===== config.mk =====
export PLATFORM = sky130hd
export DESIGN_NAME = pipe_hazard_ctrl
export DESIGN_NICKNAME = d
export VERILOG_FILES = /design/src/rtl/pipe_hazard_ctrl.sv
export SDC_FILE = /design/constraint.sdc
export NUM_CORES = 1
export LEC_CHECK = 0
export CORE_AREA = 5 5 60 62
export CTS_BUF_LIST = sky130_fd_sc_hd__clkbuf_2
export CTS_CLUSTER_DIAMETER = 100
export DETAILED_ROUTE_END_ITERATION = 8
export DIE_AREA = 0 0 65 67
export PLACE_DENSITY = 0.7
export SETUP_SLACK_MARGIN = 0.05
export SLEW_MARGIN = 25
export SYNTH_ARGS = -nofsm -noshare
export SYNTH_HDL_FRONTEND = slang
export SYNTH_SLANG_ARGS = --single-unit

===== constraint.sdc =====
create_clock -name clk -period 3.72 [get_ports clk]
set_clock_uncertainty 0.1 [all_clocks]
set_input_delay 0.372 -clock clk [delete_from_list [all_inputs] [get_ports clk]]
set_output_delay 0.372 -clock clk [all_outputs]
set_load 0.05 [all_outputs]

===== src/rtl/pipe_hazard_ctrl.sv =====
// Pipeline hazard controller: operand forwarding, load-use/branch/memory-stall resolution and a memory-wait FSM.
// Optional performance counters are built only when HAZ_PERF_CNT_EN is defined.
//
// state    | meaning
// RUN      | pipeline flowing, no outstanding data-memory wait
// MEM_WAIT | data memory access stalled, counting wait cycles toward timeout
module pipe_hazard_ctrl #(
   parameter int WAIT_MAX = 15
) (
   input  logic       clk,
   input  logic       rst,
   input  logic [4:0] Rs1D,
   input  logic [4:0] Rs2D,
   input  logic [4:0] Rs1E,
   input  logic [4:0] Rs2E,
   input  logic [4:0] RdE,
   input  logic [4:0] RdM,
   input  logic [4:0] RdW,
   input  logic       ResultSrcE,
   input  logic       RegWriteM,
   input  logic       RegWriteW,
   input  logic       PCSrcE,
   input  logic       MemAccessM,
   input  logic       dmem_ready,
   output logic       StallF,
   output logic       StallD,
   output logic       StallE,
   output logic       StallM,
   output logic       FlushD,
   output logic       FlushE,
   output logic       FlushW,
   output logic [1:0] ForwardAE,
   output logic [1:0] ForwardBE,
   output logic       mem_wait,
   output logic       mem_timeout
`ifdef HAZ_PERF_CNT_EN
   ,
   output logic [31:0] stall_cycles,
   output logic [31:0] flush_events
`endif
);

   typedef enum logic {
      RUN      = 1'b0,
      MEM_WAIT = 1'b1
   } state_t;

   localparam logic [7:0] WMAX = 8'(WAIT_MAX);

   state_t     state;
   state_t     state_next;
   logic [7:0] wait_cnt;
   logic       timeout_q;
   logic       timeout_hit;
   logic       mem_stall;
   logic       lw_stall;
   logic       branch;

   // Gating with rst keeps every combinational output quiet during reset.
   assign mem_stall = ~rst & MemAccessM & ~dmem_ready;
   assign lw_stall  = ~rst & ResultSrcE & (RdE != 5'd0) & ((RdE == Rs1D) | (RdE == Rs2D));
   assign branch    = ~rst & PCSrcE;

   always_comb begin
      ForwardAE = 2'b00;
      ForwardBE = 2'b00;
      if (!rst) begin
         if (RegWriteM && (RdM != 5'd0) && (RdM == Rs1E))
            ForwardAE = 2'b10;
         else if (RegWriteW && (RdW != 5'd0) && (RdW == Rs1E))
            ForwardAE = 2'b01;
         if (RegWriteM && (RdM != 5'd0) && (RdM == Rs2E))
            ForwardBE = 2'b10;
         else if (RegWriteW && (RdW != 5'd0) && (RdW == Rs2E))
            ForwardBE = 2'b01;
      end
   end

   // A branch held in Execute by a memory stall flushes once the stall drops.
   always_comb begin
      StallF = 1'b0;
      StallD = 1'b0;
      StallE = 1'b0;
      StallM = 1'b0;
      FlushD = 1'b0;
      FlushE = 1'b0;
      FlushW = 1'b0;
      if (mem_stall) begin
         StallF = 1'b1;
         StallD = 1'b1;
         StallE = 1'b1;
         StallM = 1'b1;
         FlushW = 1'b1;
      end else if (branch) begin
         FlushD = 1'b1;
         FlushE = 1'b1;
      end else if (lw_stall) begin
         StallF = 1'b1;
         StallD = 1'b1;
         FlushE = 1'b1;
      end
   end

   always_comb begin
      state_next = state;
      case (state)
         RUN:      if (mem_stall)  state_next = MEM_WAIT;
         MEM_WAIT: if (!mem_stall) state_next = RUN;
         default:  state_next = RUN;
      endcase
   end

   always_ff @(posedge clk or posedge rst) begin
      if (rst) begin
         state     <= RUN;
         wait_cnt  <= 8'd0;
         timeout_q <= 1'b0;
      end else begin
         state     <= state_next;
         timeout_q <= timeout_q | timeout_hit;
         if ((state == RUN) && mem_stall)
            wait_cnt <= 8'd0;
         else if ((state == MEM_WAIT) && mem_stall && (wait_cnt != WMAX))
            wait_cnt <= wait_cnt + 8'd1;
      end
   end

   assign mem_wait = (state == MEM_WAIT);

   // Timeout shows in the same cycle whose increment brings wait_cnt to WAIT_MAX.
   assign timeout_hit = mem_wait & mem_stall & (wait_cnt == (WMAX - 8'd1));
   assign mem_timeout = timeout_q | timeout_hit;

`ifdef HAZ_PERF_CNT_EN
   always_ff @(posedge clk or posedge rst) begin
      if (rst) begin
         stall_cycles <= 32'd0;
         flush_events <= 32'd0;
      end else begin
         if (StallF) stall_cycles <= stall_cycles + 32'd1;
         if (FlushE) flush_events <= flush_events + 32'd1;
      end
   end
`endif

endmodule


Word level (Yosys, flattened, before mapping)
Cells that the tools add are included.

cells by class
  shift-type cells = 0
  div/mod/pow operators = 0
  magnitude comparators = 0
  add/subtract/negate cells = 1
  reductions and logical operators = 13
  equal/unequal tests = 8
  muxes and demuxes = 16
  $mul = 0
  bitwise logic cells = 13

operators with widths
  operator             count
  $eq 5x5->1           6
  $mux 8               2
  $reduce_bool 5->1    3
  $mux 1               10
  $logic_and 1x1->1    9
  $add 8x1->8 const B  1
  $and 1x1->1          8
  $eq 8x4->1 const B   1
  $mux 2               4
  $ne 8x4->1 const B   1
  $not 1->1            3
  $or 1x1->1           2
  $reduce_bool 2->1    1

word-level totals
  bits in latches = 0
  logic and storage cells = 54
  flip-flop bits (word level) = 10
  RAM bits = 0
  input port bits = 43
  memories = 0
  output and inout bits = 13
  bits in read-only memories = 0

Longest topological paths before layout
Gate-level depths: netlist (run 1).

  word-level depth = 7
  depth in mapped cells = 6
  gate-level depth less buffers = 5

Worst setup path before layout (run 1)
OpenSTA, ideal clock, no wires.

  path type = in2out
  start point = in RdE[1]
  end point = out StallF
  buffers on the path = 1
  required time = 3.248 ns
  cell stages on the path = 5
  path slack = 0.251 ns
  arrival time = 2.997 ns
  path through = xor2_1 nor3_1 a22oi_1 o41ai_1 buf_4

between the ends
  cells in the longest elaborated chain, start to end = 6
  elaborated cells on any way between the ends = 9
  classes of those cells = eq/ne (2); mux (3); bitwise (3); reduce/logical (1)

RTL lines
  what                                             RTL line  text
  start, declared                                  16        input logic [4:0] RdE,
  $eq 5x5->1 or $reduce_bool 5->1 (tied branches)  61        assign lw_stall = ~rst & ResultSrcE & (RdE != 5'd0) & ((RdE == Rs1D) | (RdE == Rs2D));
  $or 1x1->1 or $and 1x1->1 (tied branches)        61
  $and 1x1->1 (*)                                  61
  $mux 1 (*) (3 in series)                         -
  end, declared                                    25        output logic StallF,

Mark *: on every way between the ends. The rest lies on a longest branch, timed or not.

Worst setup path after layout (run 1)
  start point = in RdE[1]
  end point = out StallF

between the ends
  cells in the longest elaborated chain, start to end = 6
  elaborated cells on any way between the ends = 9
  classes of those cells = eq/ne (2); mux (3); bitwise (3); reduce/logical (1)

RTL lines
  what                                             RTL line  text
  $eq 5x5->1 or $reduce_bool 5->1 (tied branches)  61
  $or 1x1->1 or $and 1x1->1 (tied branches)        61
  $and 1x1->1 (*)                                  61
  $mux 1 (*)                                       97        end else if (lw_stall) begin
  $mux 1 (*)                                       94        end else if (branch) begin
  $mux 1 (*)                                       88        if (mem_stall) begin

Marks and branches as above.

==> results of run 1 <==
## cells in the final DEF (no fill, tap or decap), types with 4 or more instances in the layout
master / instances
clkdlybuf4s50_1: 54
dfrtp_1: 10
inv_1: 6
nand2_1: 9
nand3_1: 9
nor2_1: 4
nor3_1: 6
o21ai_0: 5
or4_1: 4
xnor2_1: 13
xor2_1: 18
## routing by layer
metal  vias to the layer above  GRT usage [%]  routed length [um]
li1                        541              -                   -
met1                       501           13.8                1110
met3                         7           2.87                 183
met4                         0           4.75                  39
met5                         -              0                   0
met2                        40           27.7                1570
## Yosys cell counts (3+ instances only)
cell     number
o21ai_0       5
dfrtp_1      10
nor4_1        3
xnor2_1      13
nor2_1        4
nand2_1       9
nor3_1        6
nand3_1       9
mux2i_1       3
buf_4         3
or4_1         4
xor2_1       18
inv_1         6
a21oi_1       3
## how the worst max path moves through the flow
stage,start,endpoint,slack [ns],cells after the start
3_5_place_dp,RdE[1],StallF,0.52,6
2_1_floorplan,RdE[1],StallF,0.25,5
6_report,RdE[1],StallF,0.52,6
3_3_place_gp,RdM[1],ForwardAE[0],0.53,6
4_1_cts,RdE[1],StallF,0.51,6
5_1_grt,RdE[2],StallF,0.39,6
## where the power goes
group / leakage [nW] / total (W) / internal (W) / switching, W
Combinational: 0.469 / 0.000132 / 0.0000706 / 0.0000610
Sequential: 0.139 / 0.000113 / 0.000110 / 0.00000228
Clock: 0.0140 / 0.0000616 / 0.0000233 / 0.0000382
Total: 0.622 / 0.000306 / 0.000204 / 0.000101
## cells by family (layout without fill, tap and decap cells)
family,count (synthesis),count (layout),share of synthesized area [%]
AND/OR/NAND/NOR,45,45,25.2
XOR/XNOR,31,31,27.0
AO/OA/AOI/OAI,19,19,12.6
flip-flops,10,10,24.9
buffers and inverters,10,66,4.86
multiplexers,3,3,2.99
adder cells (fa/ha/maj),2,2,2.49
## final cells by class
class	instances	area, sq um
inverters	6	22.5
clock inverters	1	3.75
repair buffers	56	556
clock buffers	3	15.0
well taps	33	41.3
flip-flops and latches	10	250
fillers	296	1380
multi-input cells	100	706
## stage by stage
stage          hold slack, ns  worst slack [ns]
2_1_floorplan           0.144             0.251
3_3_place_gp            0.359             0.526
3_5_place_dp            0.362             0.515
4_1_cts                 0.384             0.514
5_1_grt                 0.410             0.393
6_report                0.374             0.516
## sequential cells by signal, indices dropped and copies added (netlist names)
name and flops:
timeout_q 1, wait_cnt 8, mem_wait 1
## critical path: stages
cell and delay, ns:
clkdlybuf4s50_1 0.47, xor2_1 0.19, nor3_1 0.19, a22oi_1 0.13
o41ai_1 0.48, clkdlybuf4s50_1 0.89
==> results.toml, run 1 <==
[routing]
dr.pass1.iters = 4
routedWlPerCell_um = 13.9
drt_first_iter_violations = 45
vias_per_cell = 5.21
ant_nets = 0
drc_errors = 0
num_vias = 1089
drt_wl_total_um = 2900

[die]
dieArea_sq_mm = 0.00436
fp.dieW_um = 65
fp.dieH_um = 67
start_util_pct = 33.7
rows = 20
io_pins = 56
core-area_sq_mm = 0.00298

[synthesis]
synth_area_leaders = "dfrtp_1, xor2_1, xnor2_1"
synth_edf_count = 0
yosysSeqAreaShare_pct = 24.9
ys_warn_count = 0
synthesis.nets = 165
ys_seq_elements = 10
synthArstFlopShare_pct = 100
syn_avg_cell_area_sq_um = 8.37
netlist_area_sq_mm = 0.00100
synthFlopType = "dfrtp_1"
yosysUniqueCellTypes = 35
syn_inst = 120
synth_top_cell_by_area = "dfrtp_1"
yosysTopAreaCellShare_pct = 24.9

[timing]
max_freq_mhz = 312
fin_crit_sh_pct = 86.1
worstMarginPinSlew_ns = 0.595
setup_viol = 0
finalSetupTns_ns = 0
min_period_ns = 3.20
maxSlewViolCount = 0
hold_viol_final = 0
slew_headroom_pct = 60.0
grt_setup_unrepaired = "no"

[clocking]
htree_num_levels = 1
cts_resized = 0
cts_buffer_depth = 2
worstSkewPairLatency_ns = 0.26
root_buffer = "clkbuf_2"
cts_buffers = 3
cts_hold_buf = 0
clock_sinks = 10
path_clk_slew_ns = 0.10
cts_tree = "built"
cts_setup_buffers = 0

[finish]
n_antenna_cell = 0
fin_cells = 209
area_growth_pct = 58.7
fin_util_pct = 53.5
stdcell_area_sq_mm = 0.00159
nets = 222
drive_above_1_share_pct = 5.68

[worst_setup_path]
crit_path_end_kind = "output port"
crit-reg2reg-launch = "wait_cnt[4]$_DFFE_PP0P_"
timing.rr.end = "wait_cnt[5]$_DFFE_PP0P_"
required_ns = 3.25
timing.critical_path.fanout_max = 3
worstSetupStartpointType = "input port"
setup.worst_path.class = "input port to output port"
arrival_ns = 2.73
ff2ff_setup_slack_ns = 1.96
reg2reg_depth = 4

[place]
placed_area_sq_mm = 0.00158
gp_routability_congestion = 0.860
placement.io_buffers = 55
dp_cells = 205
dp_hpwl_um = 2550

[grt]
track_usage_pct = 13.8
overflow = 0
grt_first_pass_wirelength_um = 4750
grt_pass1_vias = 1100
antenna_found_initial = 0
grt_max_degree = 9

[pwr]
worst_ir_drop_vdd_mv = 0.0586
power_w = 0.000306
p_leak_nw = 0.622
power.density_mw_per_mm2 = 192

[worst_hold_path]
min_path_type = "input port to asynchronous set/reset pin"

[run]
cap_violations = 0

[run_status]
status = "complete, no violations"
(Power assumes the default switching activity.)
==> inputs of run 2 (changes only) <==
- CAP_MARGIN: unset -> 0
- GPL_TIMING_DRIVEN: unset -> 0
==> run 2 against run 1 <==
  * Worst setup slack got worse by 0.16 ns
  * Total power is 1.0% lower
  * First-iteration DRC count rose by 42%
  * Highest routed layer unchanged
  * Utilization is 0.71 points higher
  * Combinational power barely moved
==> results.toml, run 2 (synthesis results as in run 1) <==
[run_status]
status = "complete, no violations"

[finish]
nets = 225
top_register = "wait_cnt"
drive_above_1_share_pct = 6.74
register_area_sq_um = 250
fillers = 294
final_cell_mix = "clkdlybuf4s50_1, xor2_1, xnor2_1, dfrtp_1"
multiInputGateArea_sq_um = 706
final_common_cell = "clkdlybuf4s50_1"
n_antenna_cell = 0
area_growth_pct = 60.8
fin_cells = 211
largest_reg_flops = 8

[grt]
grt_max_degree = 15
met1_usage_pct = 13.6
grt_first_pass_wirelength_um = 5020
overflow = 0
grt_util_met3_pct = 3.88
track_usage_pct = 15.0
use_met2_pct = 29.8
grt_pass1_vias = 1204
antenna_found_initial = 0
grt_busiest_layer = "met2"

[place]
dp_cells = 208
dp_hpwl_um = 2670
placement.io_buffers = 55
gp_routability_congestion = 0.843

[worst_setup_path]
timing.critical_path.fanout_max = 14
arrival_ns = 2.89
cp_common_cell = "clkdlybuf4s50_1"
setup.worst_path.class = "input port to output port"
crit_path_end_kind = "output port"
path_cells = "clkdlybuf4s50_1 > clkinvlp_4 > o211ai_1 > or4_1 > nor4_2 > clkdlybuf4s50_1"
required_ns = 3.25
timing.rr.end = "wait_cnt[5]$_DFFE_PP0P_"
ff2ff_setup_slack_ns = 1.92
cp_slowest_cell = "clkdlybuf4s50_1"
cpPeakStageDelay_ns = 0.84
reg2reg_depth = 4
worstSetupStartpointType = "input port"
crit-reg2reg-launch = "wait_cnt[4]$_DFFE_PP0P_"

[routing]
routedWlPerCell_um = 14.5
drt_wl_total_um = 3060
num_vias = 1089
vias_per_cell = 5.16
drc_errors = 0
drt_first_iter_violations = 64
ant_nets = 0
dr.pass1.iters = 4

[clocking]
clock_sinks = 10
root_buffer = "clkbuf_2"
cts_setup_buffers = 0
cts_hold_buf = 0
cts_tree = "built"
cts_buffers = 3
path_clk_slew_ns = 0.08
worstSkewPairLatency_ns = 0.25
htree_num_levels = 1
cts_buffer_depth = 2

[timing]
slew_headroom_pct = 59.2
worstMarginPinSlew_ns = 0.606
grt_setup_unrepaired = "no"
hold_viol_final = 0
finalSetupTns_ns = 0
max_freq_mhz = 297
maxSlewViolCount = 0
min_period_ns = 3.37
fin_crit_sh_pct = 90.5
setup_viol = 0

[die]
rows = 20
fp.dieH_um = 67
core-area_sq_mm = 0.00298
dieArea_sq_mm = 0.00436
start_util_pct = 33.7
io_pins = 56
fp.dieW_um = 65

[worst_hold_path]
min_path_type = "flop to flop"
hold_end = "timeout_q$_DFF_PP0_"
holdCritStartpoint = "timeout_q$_DFF_PP0_"
holdPathStages = 1

[pwr]
power.density_mw_per_mm2 = 187
switchingPower_w = 0.0000988
switching_share_pct = 32.6
worst_ir_drop_vdd_mv = 0.0679
combinationalPowerShare_pct = 44.2
pwr-share-clk_pct = 18.6
intPower_w = 0.000204
power.share.sequential_pct = 37.2
p_leak_nw = 0.625

[run]
cap_violations = 0
==> run 2: timing repair <==
item	CTS	global route
endpoints found under the hold margin	0	0
gates resized for setup	0	1
setup endpoints to repair	0	1
==> run 2: stage by stage <==
stage / utilization, % / instance area (sq um) / setup WS, ns / hold slack (ns) / power (W)
after floorplan: - / 1000 / 0.251 / 0.144 / 0.000175
after global placement: 53.6 / 1600 / 0.196 / 0.361 / 0.000246
after detailed placement: 53.6 / 1600 / 0.156 / 0.360 / 0.000249
after CTS: 54.1 / 1610 / 0.147 / 0.384 / 0.000306
after global routing: 54.2 / 1620 / 0.192 / 0.432 / 0.000321
final: 54.2 / 1620 / 0.354 / 0.379 / 0.000303
==> run 2: metal layers <==
metal,vias to the layer above,wire [um]
met5,-,0
met4,0,91
met3,11,210
met2,43,1720
met1,490,1040
li1,545,-
==> run 2: power by group through the flow <==
| stage | sequential (W) | clock, W | combinational (W) |
|---|---|---|---|
| global placement | 0.000115 | 0 | 0.000131 |
| floorplan | 0.000116 | 0 | 0.0000589 |
| CTS | 0.000113 | 0.0000590 | 0.000135 |
| global route | 0.000113 | 0.0000639 | 0.000144 |
| finish | 0.000113 | 0.0000563 | 0.000134 |
| detailed placement | 0.000115 | 0 | 0.000134 |
==> run 2: worst max path at each step <==
stage	startpoint	endpoint	slack (ns)	cells after the start
after floorplan	RdE[1]	StallF	0.25	5
after global placement	rst	ForwardBE[0]	0.20	6
after detailed placement	rst	ForwardBE[0]	0.16	6
after CTS	rst	ForwardBE[0]	0.15	6
after global routing	rst	ForwardBE[0]	0.19	6
final	rst	ForwardBE[0]	0.35	6
==> run 2: worst max-delay path, delay by kind of cell <==
kind	cells	cell delay (ns)
buf+inv	3	1.64
compound gates	1	0.15
simple gates	2	0.73
==> run 2: cell type report <==
type	count	area share (%)
Multi-Input combinational cell	100	43.7
Inverter	6	1.63
Sequential cell	10	15.5
Tap cell	33	2.56
Timing Repair Buffer	55	34.1
Clock buffer	3	0.930
Buffer	4	1.63
==> RTL edit: new RTL, config.mk and constraints of run 1 <==
Change the parameter `WAIT_MAX` from 15 to 14.
--- a/src/rtl/pipe_hazard_ctrl.sv
+++ b/src/rtl/pipe_hazard_ctrl.sv
@@ -6,5 +6,5 @@
 // MEM_WAIT | data memory access stalled, counting wait cycles toward timeout
 module pipe_hazard_ctrl #(
-   parameter int WAIT_MAX = 15
+   parameter int WAIT_MAX = 14
 ) (
    input  logic       clk,
Function: no difference found for any inputs over 10 cycles, from zero or initial values and one cycle with rst high; that may be too few to reach the edited logic, so the function may still have changed.
==> RTL edit against run 1 <==
  * Total power is 1.3% higher
  * Worst setup slack better by 0.025 ns
  * Sequential cell count stayed put
  * Wire length is 1.8% higher
  * Critical path depth stayed put
  * Synthesized area is 3.0% higher
  * Final area is 1.6% higher
  * Critical path type unchanged
  * Largest cell class unchanged
==> RTL edit: results (changes against run 1) <==
| Metric | Value |
|---|---|
| Outcome | `finished clean (unchanged)` |
| Net count, final | `223 (was 222)` |
| Antenna cell count | `0 (unchanged)` |
| Worst hold path type | `flip-flop to flip-flop (was primary input to async pin)` |
| Worst-Skew Late Latency | `0.26 ns (about the same)` |
| Vias per inst | `5.16 (was 5.21)` |
| Netlist cell types | `34 (was 35)` |
| Placed Cells | `205 (unchanged)` |
| Top post-synthesis cells by area | `dfrtp_1 24%, xor2_1 15%, xnor2_1 12% (was dfrtp_1 25%, xor2_1 16%, xnor2_1 11%)` |
| Final wirelength | `2960 um (was 2900 um)` |
| Number of flip-flops in the largest register | `8 (unchanged)` |
| Share of cells above drive strength 1 | `6.82% (was 5.68%)` |
| Synth Warn # | `0 (unchanged)` |
| Mapped Nets | `166 (was 165)` |
| Main flop type after synthesis | `dfrtp_1 (unchanged)` |
| First-pass GRT wire length | `4910 um (was 4750 um)` |
| Worst hold slack | `0.373 ns (was 0.374 ns)` |
| H-tree depth | `1 (unchanged)` |
| GRT Total Usage | `14.3% (was 13.8%)` |
| Fill cell count | `284 (was 296)` |
| Drt pass-1 iters | `4 (unchanged)` |
| VDD IR max | `0.0000733 V (was 0.0000586 V)` |
| Pre-CTS setup slack | `0.551 ns (was 0.515 ns)` |
| CTS resizes | `0 (unchanged)` |
| Post-synthesis sequential area ratio | `24.2% (was 24.9%)` |
| Worst-path maximum fanout | `4 (was 3)` |
| Initial drt markers | `43 (was 45)` |
| Pin count of the biggest net entering global routing | `11 (was 9)` |
| Vias in the first global route | `1138 (was 1100)` |
| Leakage power | `0.605 nW (was 0.622 nW)` |
| Reg-to-reg slack, setup | `1.92 ns (was 1.96 ns)` |
| Hpwl dp | `2630 um (was 2550 um)` |
| Slew margin rel. | `65.3% (was 60.0%)` |
| Register area | `250 um^2 (unchanged)` |
| Top delay family on crit path | `buffers and inverters (unchanged)` |
| Cts bufs inserted | `3 (unchanged)` |
| Crit-path slowest cell | `clkdlybuf4s50_1 (unchanged)` |
| Arr. time, crit path | `2.71 ns (was 2.73 ns)` |
| Syn Area/Cell | `8.62 um^2 (was 8.37 um^2)` |
| Post-synth top cells | `18 x xor2_1, 14 x xnor2_1, 10 x dfrtp_1, 10 x nand2_1, 9 x nand3_1 (was 18 x xor2_1, 13 x xnor2_1, 10 x dfrtp_1, 9 x nand2_1, 9 x nand3_1)` |
| Worst path max stage delay | `0.83 ns (was 0.89 ns)` |
| Port buffer count | `55 (unchanged)` |
| Reg clk slew, reported paths | `0.10 ns (about the same)` |
| GPL Wtd Cong | `0.946 (was 0.860)` |
| FFs w/ async S/R, synth | `100% (unchanged)` |
| Setup Buffers After CTS | `0 (unchanged)` |
| Clk root buf | `clkbuf_2 (unchanged)` |
| Post-DR wirelength/cell | `14.1 um (was 13.9 um)` |
| Clk buf depth | `2 (unchanged)` |
| Crit end category | `output pin (unchanged)` |
| Largest Register | `wait_cnt (unchanged)` |
| Initial antenna violation count | `0 (unchanged)` |
-- RTL edit: final timing paths --
path                       depth (start not counted)         from            to
setup / recovery                                   6       RdM[1]  ForwardAE[0]
hold / removal                                     1    timeout_q     timeout_q
setup reg to reg                                   4  wait_cnt[6]   wait_cnt[5]
hold reg to reg                                    1    timeout_q     timeout_q
max in group asynchronous                          3          rst     timeout_q
min in group asynchronous                          3          rst   wait_cnt[1]
-- RTL edit: layout make-up --
type,count,share of cell area [%]
clock buffer,3,0.927
clock inverter,1,0.232
inverter,4,0.927
multi-input combinational,102,45.6
sequential,10,15.4
tap,33,2.55
timing repair buffer,56,34.3
-- RTL edit: stage by stage --
step	instance area [um^2]	util, %
floorplan	1030	-
global placement	1600	53.8
detailed placement	1600	53.8
CTS	1620	54.4
global route	1620	54.4
finish	1620	54.4
-- RTL edit: cell families (layout without fill, tap and decap cells) --
logic type	Yosys count	after routing	share of synthesized area, %
AND/OR/NAND/NOR	49	49	27.9
flip-flops	10	10	24.2
AO/OA/AOI/OAI	17	17	11.9
multiplexers	1	1	0.967
buffers and inverters	8	64	4.35
adder cells (fa/ha/maj)	3	3	3.63
XOR/XNOR	32	32	27.1
-- RTL edit: report_power, final --
group | switching [mW] | total, mW | internal, mW
Clock | 0.0394 | 0.0627 | 0.0233
Sequential | 0.00321 | 0.114 | 0.110
Combinational | 0.0617 | 0.133 | 0.0717
Total | 0.104 | 0.310 | 0.205
-- RTL edit: layer usage --
| metal | up-vias | wire length, um | GRT usage, % |
|---|---|---|---|
| met3 | 4 | 214 | 4.22 |
| met5 | - | 0 | 0 |
| met1 | 501 | 1120 | 14.0 |
| met4 | 0 | 45 | 4.75 |
| li1 | 537 | - | - |
| met2 | 36 | 1570 | 28.5 |
